<file path="config.mk">
export PLATFORM = sky130hd
export DESIGN_NAME = qa_drv_hc_fifo_from_host_unpack
export DESIGN_NICKNAME = d
export VERILOG_FILES = /design/src/rtl/qa_drv_hc_fifo_from_host_unpack.sv
export SDC_FILE = /design/constraint.sdc
export NUM_CORES = 1
export LEC_CHECK = 0
export ABC_AREA = 1
export ABC_CLOCK_PERIOD_IN_PS = 11250
export CAP_MARGIN = 20
export CORE_MARGIN = 2
export CORE_UTILIZATION = 26
export CTS_CLUSTER_SIZE = 8
export DETAILED_ROUTE_END_ITERATION = 10
export GPL_TIMING_DRIVEN = 0
export PLACE_DENSITY = 0.5
export SLEW_MARGIN = 25
export SYNTH_ARGS = -nofsm -noshare
export SYNTH_HDL_FRONTEND = slang
export SYNTH_SLANG_ARGS = --single-unit
</file>
<file path="constraint.sdc">
create_clock -name clk -period 11.25 [get_ports clk]
set_input_delay 1.125 -clock clk [delete_from_list [all_inputs] [get_ports clk]]
set_output_delay 1.125 -clock clk [all_outputs]
set_load 0.02 [all_outputs]
</file>
<file path="src/rtl/qa_drv_hc_fifo_from_host_unpack.sv">
// Unpacks framed host-to-FPGA cache lines (header chunk + payload chunks) into a
// valid/ready chunk stream, with consumed/dropped line statistics.
module qa_drv_hc_fifo_from_host_unpack #(
  parameter int unsigned LINE_BITS  = 512,
  parameter int unsigned CHUNK_BITS = 64
) (
  input  logic                  clk,
  input  logic                  reset,
  input  logic [LINE_BITS-1:0]  rx_data,
  input  logic                  rx_rdy,
  output logic                  rx_enable,
  output logic [CHUNK_BITS-1:0] chunk_data,
  output logic                  chunk_valid,
  output logic                  chunk_last,
  input  logic                  chunk_ready,
  output logic [31:0]           lines_consumed,
  output logic [31:0]           lines_dropped,
  output logic                  count_err
);

  localparam int unsigned N_CHUNKS = LINE_BITS / CHUNK_BITS;
  localparam int unsigned IDX_W    = $clog2(N_CHUNKS);
  localparam logic [7:0]  MAX_CNT  = 8'(N_CHUNKS - 1);

  typedef enum logic {IDLE, EMIT} state_e;

  state_e                 state_q;
  logic [LINE_BITS-1:0]   line_q;
  logic [IDX_W-1:0]       idx_q;
  logic [IDX_W-1:0]       cnt_q;
  logic [31:0]            lines_consumed_q;
  logic [31:0]            lines_dropped_q;
  logic                   count_err_q;

  logic [7:0]             hdr_cnt;
  logic                   hdr_over;
  logic [IDX_W-1:0]       cnt_clamped;
  logic                   is_last;
  logic [CHUNK_BITS-1:0]  chunks [N_CHUNKS];

  // Header decode and clamp of the incoming line
  assign hdr_cnt     = rx_data[7:0];
  assign hdr_over    = hdr_cnt > MAX_CNT;
  assign cnt_clamped = hdr_over ? IDX_W'(MAX_CNT) : IDX_W'(hdr_cnt);
  assign is_last     = idx_q == cnt_q;

  // Dequeue when empty, or when the final chunk of the held line is being taken
  assign rx_enable = !reset && rx_rdy &&
                     (state_q == IDLE || (state_q == EMIT && chunk_ready && is_last));

  for (genvar g = 0; g < N_CHUNKS; g++) begin : g_chunk
    assign chunks[g] = line_q[g*CHUNK_BITS +: CHUNK_BITS];
  end

  assign chunk_valid    = state_q == EMIT;
  assign chunk_last     = (state_q == EMIT) && is_last;
  assign chunk_data     = chunks[idx_q];
  assign lines_consumed = lines_consumed_q;
  assign lines_dropped  = lines_dropped_q;
  assign count_err      = count_err_q;

  // Line storage needs no reset: it is only observed in EMIT
  always_ff @(posedge clk) begin
    if (rx_enable) line_q <= rx_data;
  end

  always_ff @(posedge clk) begin
    if (reset) begin
      state_q          <= IDLE;
      idx_q            <= '0;
      cnt_q            <= '0;
      lines_consumed_q <= '0;
      lines_dropped_q  <= '0;
      count_err_q      <= 1'b0;
    end else if (rx_enable) begin
      lines_consumed_q <= lines_consumed_q + 32'd1;
      if (hdr_over) count_err_q <= 1'b1;
      if (hdr_cnt == 8'd0) begin
        lines_dropped_q <= lines_dropped_q + 32'd1;
        state_q         <= IDLE;
      end else begin
        state_q <= EMIT;
        idx_q   <= IDX_W'(1);
        cnt_q   <= cnt_clamped;
      end
    end else if (state_q == EMIT && chunk_ready) begin
      if (is_last) state_q <= IDLE;
      else         idx_q   <= idx_q + IDX_W'(1);
    end
  end

`ifndef SYNTHESIS
  // The FIFO reader presents its head entry until it is dequeued
  rx_rdy_held_a: assert property (@(posedge clk) disable iff (reset)
    (rx_rdy && !rx_enable) |=> rx_rdy);
`endif

endmodule

</file>
=== Yosys cells after proc, flatten, opt, wreduce, memory -nomap -nowiden ===
Cells that the tools add are included.
W data, S select, Z words.

* Word-level logic and storage cells: 45
* Output and inout port bits: 132
* Bits of input ports: 516
* Register bits after elaboration: 584

* Bitwise gates (word level): 3
* Reduce and logical (&&, ||, !) cells: 15
* Equality and inequality tests: 3
* $add $sub $neg: 3
* Mux-type cells: 12
* Magnitude comparators: 2

{| class="wikitable"
|+ Operator list
! kind !! number
|-
| $bmux W64 S3 || 1
|-
| $mux W64 || 2
|-
| $add A32 B1 Y32 const B || 2
|-
| $mux W3 || 5
|-
| $gt A8 B3 Y1 const B || 1
|-
| $logic_not A8 Y1 || 1
|-
| $reduce_and A2 Y1 || 4
|-
| $logic_and A1 B1 Y1 || 5
|-
| $ge A4 B4 Y1 const B || 1
|-
| $mux W1 || 4
|-
| $ne A2 B2 Y1 const B || 2
|-
| $not A3 Y4 || 1
|-
| $reduce_bool A2 Y1 || 2
|-
| $add A3 B1 Y3 const B || 1
|-
| $eq A3 B3 Y1 || 1
|-
| $reduce_and A3 Y1 || 1
|-
| $not A1 Y1 || 2
|-
| $logic_not A1 Y1 || 1
|-
| $logic_or A1 B1 Y1 || 1
|}

=== Longest topological paths before layout ===
* Depth in word-level cells: 6
* Mapped depth: 11
* Depth with buffers taken out: 11

=== Least setup slack after synthesis ===
Ideal clock, no wire load.

* Path kind: input -> output
* Start point: in reset
* End point: out rx_enable
* Stages: 7
* Arrival time: 5.137 ns
* Path slack: 4.988 ns
* Data required time: 10.125 ns
* Cells stage by stage: buf_2 > inv_1 > nand2_1 > inv_1 > nand2_4 > inv_2 > buf_4

* Longest elaborated chain between the ends: 3

{| class="wikitable"
|+ RTL lines
! item !! RTL line !! source
|-
| start: declaration || 8 || <nowiki>input logic reset,</nowiki>
|-
| $logic_not A1 Y1 || 48 || <nowiki>assign rx_enable = !reset && rx_rdy &&</nowiki>
|-
| $logic_and A1 B1 Y1 (2 in a row) || 48 ||
|-
| end: declaration || 11 || <nowiki>output logic rx_enable,</nowiki>
|}

Every way passes these cells.

=== Final worst setup path ===
* Start point: reg idx_q[0]
* End point: out rx_enable

* Longest elaborated chain between the ends: 4

{| class="wikitable"
|+ RTL lines
! item !! RTL line !! source
|-
| start: declaration || 29 || <nowiki>logic [IDX_W-1:0] idx_q;</nowiki>
|-
| start signal: assignment || 88 || <nowiki>else idx_q <= idx_q + IDX_W'(1);</nowiki>
|-
| $eq A3 B3 Y1 || 45 || <nowiki>assign is_last = idx_q == cnt_q;</nowiki>
|-
| $logic_and A1 B1 Y1 || 49 || <nowiki>(state_q == IDLE || (state_q == EMIT && chunk_ready && is_last));</nowiki>
|-
| $logic_or A1 B1 Y1 || 49 ||
|-
| $logic_and A1 B1 Y1 || 48 ||
|}

Every way passes these cells.

==> results.json <==
{
  "synth_top_area_share": 0.642,
  "place_hpwl_mm": 72.0,
  "max_cap_viol_count": 0,
  "cts_buffer_depth": 3,
  "synth_top_area_cell": "edfxtp_1",
  "cts_hold_buffers": 0,
  "worst-path-max-fanout": 87,
  "worst_slack_ns": 5.31,
  "cpMostUsedCell": "buf_16",
  "synthTopCellsByArea": "edfxtp_1, nor2_1, dfxtp_1, o21ai_0, nand2_1",
  "crit_chain": "buf_4 > nand2_1 > nand2_1 > nand4_1 > nand2_2 > nand2_4 > inv_2 > buf_8 > buf_16 > buf_16 > buf_16 > buf_16 > clkdlybuf4s50_1",
  "grt_pass1_vias": 19035,
  "place.gp.congestion": 0.882,
  "grt_first_pass_wirelength_mm": 133,
  "clk_latency_ns": 0.65,
  "start_util": 0.262,
  "drt_pass1_iterations": 5,
  "cp_top_family": "buffers and inverters",
  "start_kind": "flop",
  "clkPwrFrac": 0.433,
  "period_minus_slack_ns": 5.94,
  "fmax_mhz": 168,
  "drt_iter0_drc": 1366,
  "ys_seq_area_frac": 0.702,
  "worst_ep_required_time_ns": 10.13,
  "ir_drop_v": 0.000106,
  "htreeDepth": 3,
  "cts_made_buffers": 85,
  "portBuffers": 646,
  "wl_per_cell_um": 23.0,
  "netlist_area_um2": 23900,
  "reg2reg_slack_ns": 7.42,
  "status": "finished clean",
  "synth_flop_cell": "edfxtp_1",
  "r2r_start": "idx_q[0]",
  "grt_setup_unrepaired": "no",
  "final_nets": 3445,
  "rows": 111,
  "yosys_warnings": 0,
  "drc": 0,
  "grt_overflow": 0,
  "nFillCells": 8975,
  "hp-start": "count_err",
  "grt_usage": 0.198,
  "switching_share": 0.240,
  "critical_path_class": "flop to output pin",
  "synth_seq_cells": 584,
  "io_pins": 648,
  "num_vias": 19127,
  "die_w_um": 307,
  "chipHeight_um": 307,
  "setup_viol": 0,
  "clk_pin_slew_ns": 0.05,
  "synth_common_cells": "nor2_1, edfxtp_1, nand2_1",
  "synth_edf_count": 512,
  "min_path_type": "flop to flop",
  "critPathArrivalTime_ns": 4.81,
  "crit_start": "idx_q[0]",
  "tightest_slew_ns": 0.947,
  "synth_area_per_cell_um2": 11.0,
  "crit_path_top_delay_cell": "clkdlybuf4s50_1",
  "routed_wl_mm": 95.8,
  "p_per_area_nw_per_um2": 158,
  "crit_buf_inv": 8,
  "viasPerCell": 4.59,
  "fin_setup_tns_ns": 0,
  "synthCells": 2186,
  "antenna_found_initial": 49,
  "pwr-share-seq": 0.457,
  "drv_slew": 0,
  "cp-end-kind": "output pin",
  "final_hold_viol_count": 0,
  "async_reset_ff_frac": 0,
  "relSlewSlack": 0.369,
  "post_cts.repair.setup_buffers": 0,
  "grt_max_degree": 91,
  "layout-drive-gt1-share": 0.0491,
  "ys_types": 30,
  "switchingPower_mw": 1.31,
  "finClkSkew_ns": 0.0180,
  "cts_root_buf": "clkbuf_16",
  "dpl_worst_slack_ns": 5.53,
  "leakagePower_nw": 11.7,
  "slowest_delay_ns": 0.69,
  "p_comb_frac": 0.110,
  "area_delta_synth_final_pct": 44.2,
  "cts_resized": 0,
  "finalCritPeriodShare": 0.528,
  "intPower_mw": 4.15,
  "coreArea_um2": 91500,
  "yosysMostFrequentCell": "nor2_1",
  "die-area_um2": 94600,
  "cts_tree": "yes",
  "clkSinkCount": 584,
  "synth_nets": 2705,
  "ant_nets": 0
}
[final cells by class]
| type | instances | area [um2] | share of cell area |
|---|---|---|---|
| sequential | 584 | 16800 | 0.487 |
| timing repair buffer | 653 | 6660 | 0.193 |
| multi-input combinational | 1420 | 6380 | 0.185 |
| clock buffer | 107 | 2260 | 0.0655 |
| tap | 1186 | 1480 | 0.0430 |
| buffer | 118 | 518 | 0.0150 |
| inverter | 64 | 241 | 0.00699 |
| clock inverter | 9 | 123 | 0.00355 |
| antenna | 22 | 55.1 | 0.00159 |
[layout by cell type (no fill, tap or decap), drive strengths merged]
cell and n:
nand2 318, o21bai 1, xnor2 4, diode 22, clkbuf 196, nand4 3, a31oi 64, nand3 27
o21ai 267, xor2 23, edfxtp 512, a21oi 65, inv 67, clkinv 6, o22ai 64, dfxtp 72
nor3 26, nor2 544, clkdlybuf4s50 646, ha 3, buf 36, nand3b 11
[worst reg2reg max path: stages (launching register included)]
cell	delay (ns)
dfxtp_1	0.65
buf_4	0.39
nand2_1	0.09
nand2_1	0.09
nand4_1	0.11
nand2_2	0.15
nand2_4	0.12
inv_2	0.13
buf_8	0.17
buf_16	0.35
buf_16	0.42
buf_16	0.28
buf_16	0.45
[metal layers]
metal | up-vias | wire (um) | GRT usage
met5 | - | 307 | 0
met4 | 46 | 2350 | 0.0635
met3 | 172 | 8800 | 0.0751
met2 | 711 | 46800 | 0.335
met1 | 9028 | 37600 | 0.230
li1 | 9170 | - | -
[final timing paths]
check,end,cells after the start
setup / recovery,rx_enable,13
setup reg to reg,line_q[106],12
hold reg to reg,count_err,2
hold / removal,count_err,2
[power groups by stage]
stage / Sequential [mW] / Clock, mW / Combinational (mW)
global placement: 2.56 / 0 / 0.599
detailed placement: 2.54 / 0 / 0.612
global route: 2.50 / 2.51 / 0.650
finish: 2.50 / 2.36 / 0.601
floorplan: 2.54 / 0 / 0.221
CTS: 2.50 / 2.43 / 0.614
[state kept, by name, summed over array words and instances (netlist names)]
name	flops
line_q	512
lines_consumed	32
lines_dropped	32
cnt_q	3
idx_q	3
chunk_valid	1
count_err	1
[per-stage QoR]
step	util	cell area, um2	hold slack, ns	power (mW)	instances
after floorplan	-	23900	0.459	2.76	2186
after global placement	0.349	31900	0.436	3.16	4018
after detailed placement	0.351	32100	0.439	3.15	4025
after CTS	0.377	34500	0.447	5.54	4141
after global routing	0.377	34500	0.480	5.66	4158
final	0.377	34500	0.444	5.46	4163
[logic make-up after synthesis]
logic type	after synthesis	share of synthesized area
simple gates	929	0.152
buf+inv	182	0.0312
flops	584	0.702
fa+ha+maj	3	0.00157
compound gates	461	0.104
xor+xnor	27	0.00987
(Power assumes the default switching activity.)
